==> src/rtl/addroundkey_stage.sv <==
// AES AddRoundKey stage: XORs each incoming state block with the next round key
// taken from a small key FIFO, parking one block when no key is available.
module addroundkey_stage #(
    parameter int WORD   = 32,
    parameter int NB     = 4,
    parameter int KDEPTH = 4,
    parameter int NR     = 10
) (
    input  logic                 clk,
    input  logic                 rst,
    input  logic                 i_valid,
    input  logic [WORD*NB-1:0]   i_block,
    input  logic                 k_valid,
    output logic                 k_ready,
    input  logic [WORD*NB-1:0]   k_roundkey,
    output logic                 o_valid,
    output logic [WORD*NB-1:0]   o_block,
    output logic [3:0]           o_round,
    output logic                 o_overflow
);

    localparam int BW = WORD * NB;
    localparam int PW = $clog2(KDEPTH);
    localparam int CW = PW + 1;

    logic [BW-1:0] key_mem [KDEPTH];
    logic [PW-1:0] wr_ptr;
    logic [PW-1:0] rd_ptr;
    logic [CW-1:0] count;

    logic          hold_full;
    logic [BW-1:0] hold_block;
    logic          round_seen;

    logic          push;
    logic          pop;
    logic          keys_avail;
    logic [BW-1:0] src_block;
    logic [3:0]    round_next;

    assign k_ready    = !rst && (count != CW'(KDEPTH));
    assign keys_avail = (count != '0);
    assign push       = k_valid && k_ready;
    assign pop        = keys_avail && (hold_full || i_valid);
    assign src_block  = hold_full ? hold_block : i_block;

    // NOTE: every variable driven here gets a default first, so no path through
    // the block leaves it unassigned and no latch is inferred.
    always_comb begin
        round_next = 4'd0;
        if (round_seen && (o_round != 4'(NR)))
            round_next = o_round + 4'd1;
    end

    // NOTE: key storage has no reset; entries are only read once count says
    // they were written, so clearing them would buy nothing.
    always_ff @(posedge clk) begin
        if (push)
            key_mem[wr_ptr] <= k_roundkey;
    end

    // NOTE: all state below uses non-blocking assignments so every register
    // samples the values from before this edge, independent of statement order.
    always_ff @(posedge clk or posedge rst) begin
        if (rst) begin
            wr_ptr <= '0;
            rd_ptr <= '0;
            count  <= '0;
        end else begin
            if (push)
                wr_ptr <= wr_ptr + PW'(1);
            if (pop)
                rd_ptr <= rd_ptr + PW'(1);
            case ({push, pop})
                2'b10:   count <= count + CW'(1);
                2'b01:   count <= count - CW'(1);
                default: count <= count;
            endcase
        end
    end

    // Hold register: an older parked block always wins over a new arrival.
    always_ff @(posedge clk or posedge rst) begin
        if (rst) begin
            hold_full  <= 1'b0;
            hold_block <= '0;
            o_overflow <= 1'b0;
        end else if (hold_full) begin
            if (keys_avail) begin
                hold_full <= i_valid;
                if (i_valid)
                    hold_block <= i_block;
            end else if (i_valid) begin
                o_overflow <= 1'b1;
            end
        end else if (i_valid && !keys_avail) begin
            hold_full  <= 1'b1;
            hold_block <= i_block;
        end
    end

    always_ff @(posedge clk or posedge rst) begin
        if (rst) begin
            o_valid    <= 1'b0;
            o_block    <= '0;
            o_round    <= 4'd0;
            round_seen <= 1'b0;
        end else begin
            o_valid <= pop;
            if (pop) begin
                o_block    <= src_block ^ key_mem[rd_ptr];
                o_round    <= round_next;
                round_seen <= 1'b1;
            end
        end
    end

endmodule
==> config.mk <==
export PLATFORM = sky130hd
export DESIGN_NAME = addroundkey_stage
export DESIGN_NICKNAME = d
export VERILOG_FILES = /design/src/rtl/addroundkey_stage.sv
export SDC_FILE = /design/constraint.sdc
export NUM_CORES = 1
export LEC_CHECK = 0
export CAP_MARGIN = 5
export CORE_MARGIN = 2
export CORE_UTILIZATION = 50
export DETAILED_ROUTE_END_ITERATION = 16
export PLACE_DENSITY_LB_ADDON = 0.1
export SKIP_LAST_GASP = 1
export SLEW_MARGIN = 20
export SYNTH_ARGS = -nofsm -noshare
export SYNTH_HDL_FRONTEND = slang
export SYNTH_SLANG_ARGS = --single-unit
export TNS_END_PERCENT = 30
==> constraint.sdc <==
create_clock -name clk -period 8.75 [get_ports clk]
set_input_delay 1.75 -clock clk [delete_from_list [all_inputs] [get_ports clk]]
set_output_delay 1.75 -clock clk [all_outputs]
set_load 0.01 [all_outputs]
==> results by group, run 1 <==
Run status
  • Run status: finished, final reports clean

Critical path
  • Worst reg2reg path endpoint: key_mem[0][22]$_DFFE_PP_
  • Setup slack, reg-to-reg: 5.38 ns
  • Worst-path maximum fanout: 3
  • Worst Reg-to-Reg Cells: 4
  • Setup Crit Path Kind: in -> out
  • Worst endpoint required time: 7.00 ns
  • CP cell instances: clkdlybuf4s50_1 > a21oi_1 > clkdlybuf4s50_1
  • Crit path capture type: output port
  • Top cell by count, worst path: clkdlybuf4s50_1
  • CP startpoint kind: primary input
  • Critical Path Max Stage Delay: about 0.55 ns
  • Crit path max-delay cell type: clkdlybuf4s50_1
  • CP arrival: 2.91 ns
  • RR Startpoint: count[0]$_DFFE_PP0P_

GRT
  • Initial antenna violation count: 23
  • Overall global routing resource usage: 20.80%
  • Global-route wire length before repair: 100.7 mm
  • Total grt overflow: 0
  • Vias in the first global route: 16,720
  • Largest net degree at the start of global routing: 176

Flow run
  • # Max-Cap Violations: 0

Timing
  • Rel. slew slack: about 26%
  • Worst hold slack: ~0.48 ns
  • Highest clock rate: ~0.21 GHz
  • Max Slew Vio Count: 0
  • Fin Setup TNS: 0 ns
  • Final Hold Viols: 0
  • Worst-margin pin slew: 1.113 ns
  • Final period util: 53.28%
  • Layout Skew: 0.02172 ns
  • RSZ-0062 raised after global routing: no
  • Final setup violation count: 0
  • Final min period: 4.662 ns

Min path
  • Worst Hold Depth: 2
  • Hold Crit Endpoint: o_block[47]$_DFFE_PP0P_
  • HP Class: reg -> reg
  • Hold Crit Start: o_block[47]$_DFFE_PP0P_

Die
  • Core area: about 62,000 sq um
  • Die H: between 200 and 300 um
  • Row count: 91
  • Initial core utilization: 50.75%
  • IO Count: around 400
  • Die width: 254.5 um
  • Die area: 64,780 sq um

Finish
  • Finished Layout Cells: between 3,000 and 4,000
  • Final Net Count: 2,375
  • Finished Cell Area: between 30,000 and 40,000 sq um
  • Area grow syn2layout: 23.40%
  • Leading cell type in the layout, fill and taps excluded: edfxtp_1
  • Most frequent cells in the layout: edfxtp_1, clkdlybuf4s50_1, dfrtp_1, nand2_1
  • Share of layout cells above drive strength 1: 18.30%
  • Final core occ: 62.63%
  • Fillers: 4,414

Clock tree
  • TritonCTS clock tree: yes
  • Max clock buf depth: 3
  • Post-CTS Setup Bufs: 0
  • Worst-path clk slew: roughly 0.06 ns
  • CTS root buffer: clkbuf_16
  • CTS-repair resized insts: 0
  • Post-cts hold buffer count: 0
  • # clock sinks: about 780
  • Clk_lat worst skew: 0.61 ns
  • Htree depth: 3
  • CTS buffer count: 82

Synth
  • Post-synth EDFFs: 512
  • Sequential fraction of the synthesis area: a little over two thirds
  • Post-Syn Area: 31,380 sq um
  • Cells after synthesis: 1,698
  • Fraction of registers with async set/reset: about a third
  • Synthesized area per cell: 18.48 sq um
  • Post-synth cell types: 37
  • Ys Warns: 0
  • Synthesis-stage register bit count: slightly below 800
  • Prevailing post-synth register cell: edfxtp_1
  • Syn Nets: 1,966

Placement
  • Port buffer count: between 300 and 400
  • Placed Instances: approximately 2,900
  • DP HPWL: 42.01 mm
  • Placer Congestion: 0.7385
  • Dpl cell area: 35,970 sq um

Drt
  • DRC marker count from the first detailed-route iteration: 939
  • Via-per-instance ratio: 5.277
  • Vias: 15,950
  • Post-route ant nets: 0
  • Final WL: roughly 67 mm
  • DR WL/cell: around 22 um
  • # DRC: 0
  • Drt pass-1 iters: 4

Power
  • Pwr Density: about 340 nW/um^2
  • Max IR drop VDD: about 180 uV
  • Static Leakage: 14.14 nW
[how the worst max path moves through the flow]
| stage | from | endpoint | depth (start not counted) |
|---|---|---|---|
| 6_report | rst | k_ready | 3 |
| 2_1_floorplan | k_valid | key_mem[0][0]$_DFFE_PP_ | 3 |
| 4_1_cts | rst | k_ready | 3 |
| 3_3_place_gp | k_valid | key_mem[0][22]$_DFFE_PP_ | 5 |
| 5_1_grt | rst | k_ready | 3 |
| 3_5_place_dp | k_valid | key_mem[0][20]$_DFFE_PP_ | 5 |
[flip-flops by register name, indices dropped and copies added, names as in the netlist, 2 cells and up]
signal      flops
wr_ptr          2
o_block       128
key_mem       512
o_round         4
rd_ptr          2
count           3
hold_block    128
[report_power, final]
group / total [mW] / internal [mW] / switching (mW)
clock network: 3.49 / 2.09 / 1.40
logic: 4.22 / 2.27 / 1.95
registers: 5.44 / 4.89 / 0.551
total: 13.1 / 9.25 / 3.90
[layer usage]
| layer | track usage, % | share of wire [%] | wire length [um] |
|---|---|---|---|
| met2 | 32.98 | 49 | 32740 |
| met4 | 6.908 | 2.2 | 1453 |
| met5 | 0 | 0.25 | 164 |
| met1 | 28.10 | 42 | 28160 |
| met3 | 5.644 | 6.5 | 4349 |
[layout make-up]
| type | count | area [sq um] | share of cell area (%) |
|---|---|---|---|
| sequential | 783 | 22170 | 57.25 |
| timing repair buffer | 414 | 4156 | 10.73 |
| tap | 837 | 1047 | 2.705 |
| multi-input combinational | 814 | 8553 | 22.09 |
| antenna | 11 | 27.53 | 0.07109 |
| inverter | 12 | 48.80 | 0.1260 |
| clock inverter | 41 | 402.9 | 1.040 |
| clock buffer | 111 | 2317 | 5.984 |
[Yosys cell counts, drive strengths merged, types with 2 or more instances]
cell type | number | share of area (%)
a31oi | 2 | 0.040
and2 | 4 | 0.080
buf | 63 | 1.8
clkbuf | 26 | 0.31
dfrtp | 271 | 22
edfxtp | 512 | 49
ha | 7 | 0.28
inv | 12 | 0.14
mux2 | 129 | 5.6
mux2i | 130 | 4.1
mux4 | 128 | 9.2
nand2 | 131 | 1.6
nand2b | 2 | 0.040
nand3 | 2 | 0.032
nor2 | 2 | 0.024
o21ai | 131 | 2.1
xnor2 | 4 | 0.11
xor2 | 130 | 3.6
[critical path: cells and delay by family]
family,cells,cell delay [ns]
buf+inv,2,1.02
compound gates,1,0.14
[logic make-up after synthesis]
family,count (synthesis),share of synthesized area (%)
adder cells (fa/ha/maj),9,0.3748
XOR/XNOR,134,3.740
buffers and inverters,101,2.249
AND/OR/NAND/NOR,145,1.822
AO/OA/AOI/OAI,139,2.285
flip-flops,783,70.61
multiplexers,387,18.92
[stage by stage]
stage                     setup slack [ns]  power [mW]
after floorplan                      2.940       8.364
after global placement               3.752       9.691
after detailed placement             3.748       9.806
after CTS                            4.081       13.34
after global routing                 4.025       13.86
final                                4.088       13.15
Note: power is estimated with default switching activity, not from simulation.
==> inputs of run 2 (changes only) <==
--- a/config.mk
+++ b/config.mk
@@ -7,7 +7,7 @@
 export LEC_CHECK = 0
 export CAP_MARGIN = 5
 export CORE_MARGIN = 2
-export CORE_UTILIZATION = 50
+export CORE_UTILIZATION = 55
 export DETAILED_ROUTE_END_ITERATION = 16
 export PLACE_DENSITY_LB_ADDON = 0.1
 export SKIP_LAST_GASP = 1
==> constraint.sdc (replaced) <==
create_clock -name clk -period 4.4 [get_ports clk]
set_input_delay 0.88 -clock clk [delete_from_list [all_inputs] [get_ports clk]]
set_output_delay 0.88 -clock clk [all_outputs]
set_load 0.01 [all_outputs]
==> run 2 against run 1 <==
  * Flip-flop and latch count unchanged
  * Sequential share of layout area down 0.15 points
  * Combinational power is 100% higher
  * Clock power is 94% higher
  * Final area up 0.26%
  * Hold slack improved by 0.0053 ns
  * Register-to-register slack worse by 3.7 ns
  * Utilization grew 6.2 points
  * Critical endpoint unchanged
==> results by group, run 2 (same netlist as run 1, synthesis figures left out) <==
Die
  • Initial core utilization: 55.65% (+4.9 points)
  • Die area: 58,980 sq um (-9.0%)
  • Die H: 242.9 um (-4.6%)
  • Die width: 242.9 um (-4.6%)
  • Row count: 87 (-4.4%)
  • IO Count: 395 (unchanged)
  • Core area: 56,390 sq um (-8.8%)

Clock tree
  • CTS-repair resized insts: 0 (unchanged)
  • CTS buffer count: 80 (-2.4%)
  • TritonCTS clock tree: yes
  • Post-CTS Setup Bufs: 0 (unchanged)
  • Max clock buf depth: 3 (unchanged)
  • Clk_lat worst skew: 0.63 ns (+0.02 ns)
  • Post-cts hold buffer count: 0 (unchanged)
  • Worst-path clk slew: 0.06 ns (about the same)
  • # clock sinks: 783 (unchanged)
  • CTS root buffer: clkbuf_16
  • Htree depth: 3 (unchanged)

Finish
  • Largest regs: key_mem (512), hold_block (128), o_block (128)
  • Largest register FFs: 512 (unchanged)
  • Most frequent cells in the layout: edfxtp_1, clkdlybuf4s50_1, dfrtp_1, nand2_1
  • Final Net Count: 2,387 (+0.51%)
  • Largest Register: key_mem
  • Leading cell type in the layout, fill and taps excluded: edfxtp_1
  • Area grow syn2layout: 23.72%
  • Share of layout cells above drive strength 1: 19.08% (+0.78 points)

Timing
  • Worst hold slack: 0.4834 ns (+0.005345 ns)
  • Worst-margin pin slew: 0.9700 ns (-0.1427 ns)
  • Final setup violation count: 0 (unchanged)
  • Final min period: 2.934 ns
  • Max Slew Vio Count: 0 (unchanged)
  • Final setup slack of the worst path: 1.466 ns (-2.622 ns)
  • Highest clock rate: 0.3408 GHz
  • Layout Skew: 0.02162 ns (-0.00009380 ns)
  • Rel. slew slack: 35.34% (+9.5 points)
  • Final period util: 66.69%
  • RSZ-0062 raised after global routing: no
  • Final Hold Viols: 0 (unchanged)

GRT
  • Global-route wire length before repair: 102.5 mm (+1.7%)
  • Vias in the first global route: 16,860 (+0.85%)
  • Total grt overflow: 0 (unchanged)
  • Initial antenna violation count: 30 (+30%)
  • Largest net degree at the start of global routing: 157 (-11%)
  • Overall global routing resource usage: 23.07% (+2.3 points)

Critical path
  • Worst reg2reg path endpoint: o_block[105]$_DFFE_PP0P_
  • Setup slack, reg-to-reg: 1.73 ns (-3.65 ns)
  • Crit path capture type: output port
  • Worst endpoint required time: 3.52 ns (-3.48 ns)
  • RR Startpoint: hold_full$_DFF_PP0_
  • Worst-path maximum fanout: 3 (unchanged)
  • Worst Reg-to-Reg Cells: 4 (unchanged)
  • Worst setup path startpoint: rst
  • CP arrival: 2.05 ns (-0.86 ns)
  • Worst setup path end: k_ready
  • CP startpoint kind: primary input
  • Setup Crit Path Kind: in -> out

Power
  • Static Leakage: 14.22 nW (+0.57%)
  • Max IR drop VDD: 559.0 uV (+210%)
  • Pwr Density: 672.7 nW/um^2 (+98%)
  • Total power: 26.12 mW (+99%)

Placement
  • Post-place setup slack: 1.235 ns (-2.513 ns)
  • DP HPWL: 43.44 mm (+3.4%)
  • Placer Congestion: 0.7497 (+1.5%)
  • Port buffer count: 394 (unchanged)

Min path
  • HP Class: reg -> reg
  • Hold Crit Start: o_block[127]$_DFFE_PP0P_

Drt
  • Via-per-instance ratio: 5.471 (+3.7%)
  • Drt pass-1 iters: 5 (+1)
  • # DRC: 0 (unchanged)
  • Final WL: 67.44 mm (+0.86%)
  • DRC marker count from the first detailed-route iteration: 969 (+3.2%)
  • Post-route ant nets: 0 (unchanged)
  • Vias: 16,190 (+1.5%)
  • DR WL/cell: 22.79 um (+3.0%)

Flow run
  • # Max-Cap Violations: 0 (unchanged)

Run status
  • Run status: finished, final reports clean
run 2: cell types whose count changed in the layout (fill, tap and decap cells not counted), sizes merged:
| cell | change |
|---|---|
| diode | +6 |
| bufinv | -1 |
| clkinvlp | +2 |
| clkinv | -3 |
| inv | +2 |
| clkbuf | -3 |
| buf | +14 |
run 2: metal layers:
| layer | track usage, % | routed length [um] | part of all wire [%] |
|---|---|---|---|
| met2 | 36.18 | 32960 | 49 |
| met4 | 7.560 | 1436 | 2.1 |
| met1 | 31.93 | 29030 | 43 |
| met5 | 0 | 172 | 0.26 |
| met3 | 5.982 | 3841 | 5.7 |
run 2: power breakdown:
group	switching, mW	total, mW	internal [mW]	leakage [nW]
Combinational	3.95	8.56	4.61	5.04
Clock	2.83	6.76	3.93	1.28
Sequential	1.07	10.8	9.72	7.90
Total	7.86	26.1	18.3	14.2
run 2: per-stage QoR:
step	std cells	instance area [sq um]	util (%)	TNS [ns]
6_report	2959	38820	68.85	0
5_1_grt	2956	38810	68.84	0
4_1_cts	2942	38780	68.77	0
3_5_place_dp	2793	36150	64.11	0
3_3_place_gp	2793	36150	64.11	0
2_1_floorplan	1698	31380	-	-223.82
run 2: how the worst min path moves through the flow:
stage | end | slack, ns | cells after the start
2_1_floorplan | hold_block[0]$_DFFE_PP0P_ | 0.46 | 1
3_3_place_gp | o_overflow$_DFFE_PP0P_ | 0.46 | 1
3_5_place_dp | o_overflow$_DFFE_PP0P_ | 0.47 | 1
4_1_cts | o_block[76]$_DFFE_PP0P_ | 0.49 | 2
5_1_grt | o_block[80]$_DFFE_PP0P_ | 0.51 | 2
6_report | o_block[127]$_DFFE_PP0P_ | 0.48 | 2
run 2: area by class of cell:
cell class	instances	area, sq um
clock inverters	41	449.2
inverters	12	48.80
diodes	17	42.54
fillers	3853	17560
flip-flops and latches	783	22170
repair buffers	428	4437
multi-input cells	814	8553
clock buffers	108	2178
well taps	756	945.9
run 2: worst max-delay path: stages:
cell             delay (ns)
clkdlybuf4s50_1        0.48
a21oi_1                0.15
clkdlybuf4s50_1        0.54
